==> src/rtl/if_fetch_queue.sv <==
// Instruction fetch stage with a DEPTH-entry {PC, Inst} queue in front of ID.
// Ports: clk/reset, excp_flush+eentry, is_branch+dnpc redirect, PC/Inst/inst_valid
// to instruction memory, fetch_req, right_valid/right_ready/data_bus to ID, occupancy.
module if_fetch_queue #(
    parameter int                DEPTH    = 4,
    parameter int                PC_W     = 32,
    parameter int                INST_W   = 32,
    parameter logic [PC_W-1:0]   RESET_PC = 32'h1C000000,
    localparam int               PTR_W    = $clog2(DEPTH)
) (
    input  logic                     clk,
    input  logic                     reset,
    input  logic                     excp_flush,
    input  logic [PC_W-1:0]          eentry,
    input  logic                     is_branch,
    input  logic [PC_W-1:0]          dnpc,
    output logic [PC_W-1:0]          PC,
    input  logic [INST_W-1:0]        Inst,
    input  logic                     inst_valid,
    output logic                     fetch_req,
    output logic                     right_valid,
    input  logic                     right_ready,
    output logic [PC_W+INST_W-1:0]   data_bus,
    output logic [PTR_W:0]           occupancy
);

    logic [PC_W-1:0]         r_pc;
    logic [PTR_W-1:0]        r_wr_ptr;
    logic [PTR_W-1:0]        r_rd_ptr;
    logic [PTR_W:0]          r_occ;
    logic [PC_W+INST_W-1:0]  r_mem [DEPTH];

    logic w_full;
    logic w_deq;
    logic w_enq;

    assign w_full      = (r_occ == (PTR_W+1)'(DEPTH));
    assign right_valid = (r_occ != '0);
    assign w_deq       = right_valid & right_ready;

    // A full queue may still fetch when the head leaves in the same cycle.
    assign fetch_req = !reset & !excp_flush & !is_branch & (!w_full | w_deq);
    assign w_enq     = fetch_req & inst_valid;

    assign PC        = r_pc;
    assign occupancy = r_occ;
    assign data_bus  = r_mem[r_rd_ptr];

    always_ff @(posedge clk) begin
        if (reset) begin
            r_pc     <= RESET_PC;
            r_wr_ptr <= '0;
            r_rd_ptr <= '0;
            r_occ    <= '0;
        end else if (excp_flush) begin
            r_pc     <= eentry;
            r_wr_ptr <= '0;
            r_rd_ptr <= '0;
            r_occ    <= '0;
        end else if (is_branch) begin
            r_pc     <= dnpc;
            r_wr_ptr <= '0;
            r_rd_ptr <= '0;
            r_occ    <= '0;
        end else begin
            if (w_enq) begin
                r_pc     <= r_pc + PC_W'(4);
                r_wr_ptr <= r_wr_ptr + 1'b1;
            end
            if (w_deq) begin
                r_rd_ptr <= r_rd_ptr + 1'b1;
            end
            unique case ({w_enq, w_deq})
                2'b10:   r_occ <= r_occ + 1'b1;
                2'b01:   r_occ <= r_occ - 1'b1;
                default: r_occ <= r_occ;
            endcase
        end
    end

    // Storage is never cleared; w_enq is already gated by reset and flushes.
    always_ff @(posedge clk) begin
        if (w_enq) begin
            r_mem[r_wr_ptr] <= {r_pc, Inst};
        end
    end

endmodule

==> config.mk <==
export PLATFORM = sky130hd
export DESIGN_NAME = if_fetch_queue
export DESIGN_NICKNAME = d
export VERILOG_FILES = /design/src/rtl/if_fetch_queue.sv
export SDC_FILE = /design/constraint.sdc
export NUM_CORES = 1
export LEC_CHECK = 0
export ABC_AREA = 1
export ABC_CLOCK_PERIOD_IN_PS = 4200
export BUFFER_PORTS_ARGS = -buffer_cell sky130_fd_sc_hd__buf_2
export CORE_UTILIZATION = 51
export CTS_CLUSTER_SIZE = 12
export DETAILED_ROUTE_END_ITERATION = 10
export PLACE_DENSITY = 0.85
export SETUP_SLACK_MARGIN = 0.05
export SLEW_MARGIN = 20
export SYNTH_ARGS = -nofsm -noshare
export SYNTH_HDL_FRONTEND = slang
export SYNTH_SLANG_ARGS = --single-unit
==> constraint.sdc <==
create_clock -name clk -period 4.2 [get_ports clk]
set_input_delay 0.84 -clock clk [delete_from_list [all_inputs] [get_ports clk]]
set_output_delay 0.84 -clock clk [all_outputs]
set_load 0.1 [all_outputs]
==> qor.csv <==
metric,value,unit
Clock Latency Late Sink,530,ps
Synth Area in Adders,0.755,%
Netlist cell types,38,
core area,24200,um2
H-tree levels,1,
initial core utilization,51.9,%
row count,57,
Num CTS Buffers,30,
part of the power in registers,52.8,%
Final Cycle Share,84.6,%
1st-pass router iterations,7,
mux cell area share after synthesis,0,%
slowest CP cell,inv_4,
Port Buffers,202,
vias in the first global route,8938,
Top-Level Pins,203,
Post-Synth XOR/XNOR Area,0.487,%
first-pass GRT wire length,46600,um
sequential cell area fraction in the yosys report,67.5,%
count of max-cap constraint violations,0,
area grow syn2layout,17.8,%
Syn Nets,1272,
complex-gate fraction of the synthesized area,12.8,%
CP top delay family,buffers and inverters,
Tightest Pin Transition,685,ps
Clock Path Buffers,3,
total gr overflow,0,
largest area contributor in the netlist,edfxtp_1,
Comb pwr share,8.7,%
Crit Path Class,register to output port,
remaining antenna violation count,0,
First DRT Iteration DRCs,764,
dpl ws,1190,ps
Synth Cell Area,12600,um2
Routed WL,29700,um
Die H,159,um
outcome,completed,
CTS tree,built,
setup TNS,0,ps
Chip Width,159,um
Via density,5.57,
Nets,1457,
layout cells sized above 1,22.4,%
#FFs+latches synth,297,
final hold viol count,0,
Power Dens Cells,425,nW/um2
number of antenna diodes,0,
ys flop type,edfxtp_1,
Critical Path RT,3360,ps
power consumption,6310,uW
initial antenna violation count,0,
Final Core Density,61.2,%
Non-Filler Instances,1696,
Peak Freq,0.282,GHz
syn_area_per_cell,10.8,um2
number of gates resized after cts,0,
DP Wirelength,18700,um
Min-Delay Path Class,register to register,
clock share of power,38.6,%
largest vdd supply drop,0.291,mV
DRC violations left,0,
synth top area cells,"edfxtp_1 61%, dfxtp_1 6.5%, nor2_1 6.2%, o21ai_0 6.0%, nand2_1 5.1%",
crit-path cells,"inv_4, buf_4, o21ai_0, o22ai_1, buf_2",
clock skew,10.4,ps
Post-synth EDFFs,256,
GR Util All Layers,23.2,%
# placed instances,1640,
Cell Int Power,4780,uW
Worst EP arrival,2710,ps
YS warnings,0,
Post-CTS Setup Bufs,0,
worst setup margin,648,ps
main combinational cell family by area after synthesis,simple AND/OR/NAND/NOR gates,
clk slew on worst S/H paths,60,ps
Max Slew Vio Count,0,
CP Launch Type,register,
P_leak,0.00549,uW
largest net degree at the start of global routing,74,
Sw Share,24.2,%
"FFs w/ async S/R, synth",0,%
TritonCTS Sinks,297,
root buf cell,clkbuf_16,
Psw,1530,uW
Tmin final,3550,ps
crit-path max FO,73,
"Setup violations, final",0,
cell count after synthesis,1163,
gpl congestion,0.890,
slowest cell delay on critical path,500,ps
Bufs and invs on worst path,3,
Hold Buf Count CTS,0,
CP endpoint kind,output port,
WL/cell,17.5,um
vias,9446,
die footprint,25300,um2
Rel. slew slack,54.3,%
area share of the largest cell type after synthesis,61.0,%
RSZ-0062 raised after global routing,false,
Synth Area in Simple Gates,14.7,%
==> power groups by stage <==
stage / Sequential (uW) / Clock, uW / Combinational [uW]
after global placement: 3390 / 0 / 537
after CTS: 3330 / 2470 / 545
final: 3330 / 2440 / 546
after floorplan: 3540 / 0 / 235
after detailed placement: 3390 / 0 / 543
after global routing: 3330 / 2600 / 578
==> per-layer routing <==
metal	wire [um]	up-vias	track usage, %
met5	0	-	0
met2	14500	472	40.2
met1	12200	4452	30.6
met4	688	0	6.51
li1	-	4470	-
met3	2370	52	3.46
==> cell families after synthesis <==
kind of cell / after synthesis
simple gates: 447
flops: 297
compound gates: 292
buf+inv: 113
xor+xnor: 7
fa+ha+maj: 7
==> cell usage after synthesis (5+ instances only) <==
| cell type | count |
|---|---|
| o21ai_1 | 5 |
| edfxtp_1 | 256 |
| o21ai_0 | 150 |
| nand2_1 | 172 |
| o211ai_1 | 5 |
| a21oi_1 | 51 |
| nand3_1 | 33 |
| buf_2 | 8 |
| ha_1 | 6 |
| a21oi_2 | 8 |
| clkbuf_1 | 48 |
| nor2_2 | 14 |
| or2_2 | 5 |
| dfxtp_1 | 41 |
| nor2_1 | 207 |
| inv_1 | 41 |
| o22ai_1 | 64 |
==> placed cells by master (no fill, tap or decap), types with 5 or more instances in the layout <==
cell type | netlist | final
a21oi_1 | 51 | 51
a21oi_2 | 8 | 8
buf_2 | 8 | 202
buf_4 | 3 | 11
clkbuf_1 | 48 | 17
clkbuf_16 | 0 | 31
clkinv_2 | 2 | 5
dfxtp_1 | 41 | 39
edfxtp_1 | 256 | 256
ha_1 | 6 | 6
inv_1 | 41 | 40
nand2_1 | 172 | 172
nand3_1 | 33 | 33
nor2_1 | 207 | 203
nor2_2 | 14 | 14
nor2_4 | 2 | 6
o211ai_1 | 5 | 5
o21ai_0 | 150 | 150
o21ai_1 | 5 | 5
o22ai_1 | 64 | 64
or2_2 | 5 | 5
==> stage by stage <==
stage | area (um2) | hold WS (ps)
final | 14800 | 481
after detailed placement | 13900 | 474
after global placement | 13900 | 444
after floorplan | 12600 | 436
after CTS | 14800 | 485
after global routing | 14800 | 503
==> path summary, 6_finish.rpt <==
path | from | end | slack, ps | depth (start not counted)
worst max-delay path | register | data_bus[47] | 650 | 5
worst min-delay path | r_rd_ptr[1] | register | 480 | 2
worst max register to register | PC[2] | PC[26] | 2080 | 11
worst min register to register | r_rd_ptr[1] | register | 480 | 2
==> worst reg2reg max path: stages, from the launching register on <==
cell and delay [ps]:
dfxtp_1 590, ha_1 330, nand2_1 90, nor2_2 160, nand2_2 130, nor2_4 180
nand3_1 120, xor2_1 170, nand2_1 60, nand2_1 50, nand2_1 70, nand2_1 50
==> final cells by class <==
class | count | area [um2]
Timing Repair Buffer | 217 | 1170
Tap cell | 324 | 405
Clock inverter | 5 | 26.3
Fill cell | 1935 | 9410
Inverter | 49 | 191
Clock buffer | 51 | 881
Sequential cell | 297 | 8510
Multi-Input combinational cell | 753 | 3640
==> sequential cells by signal, summed over array words and instances, names as in the netlist, named ones only <==
name,cells
PC,32
occupancy,3
r_mem,256
r_rd_ptr,2
r_wr_ptr,2
Note: power is estimated with default switching activity, not from simulation.
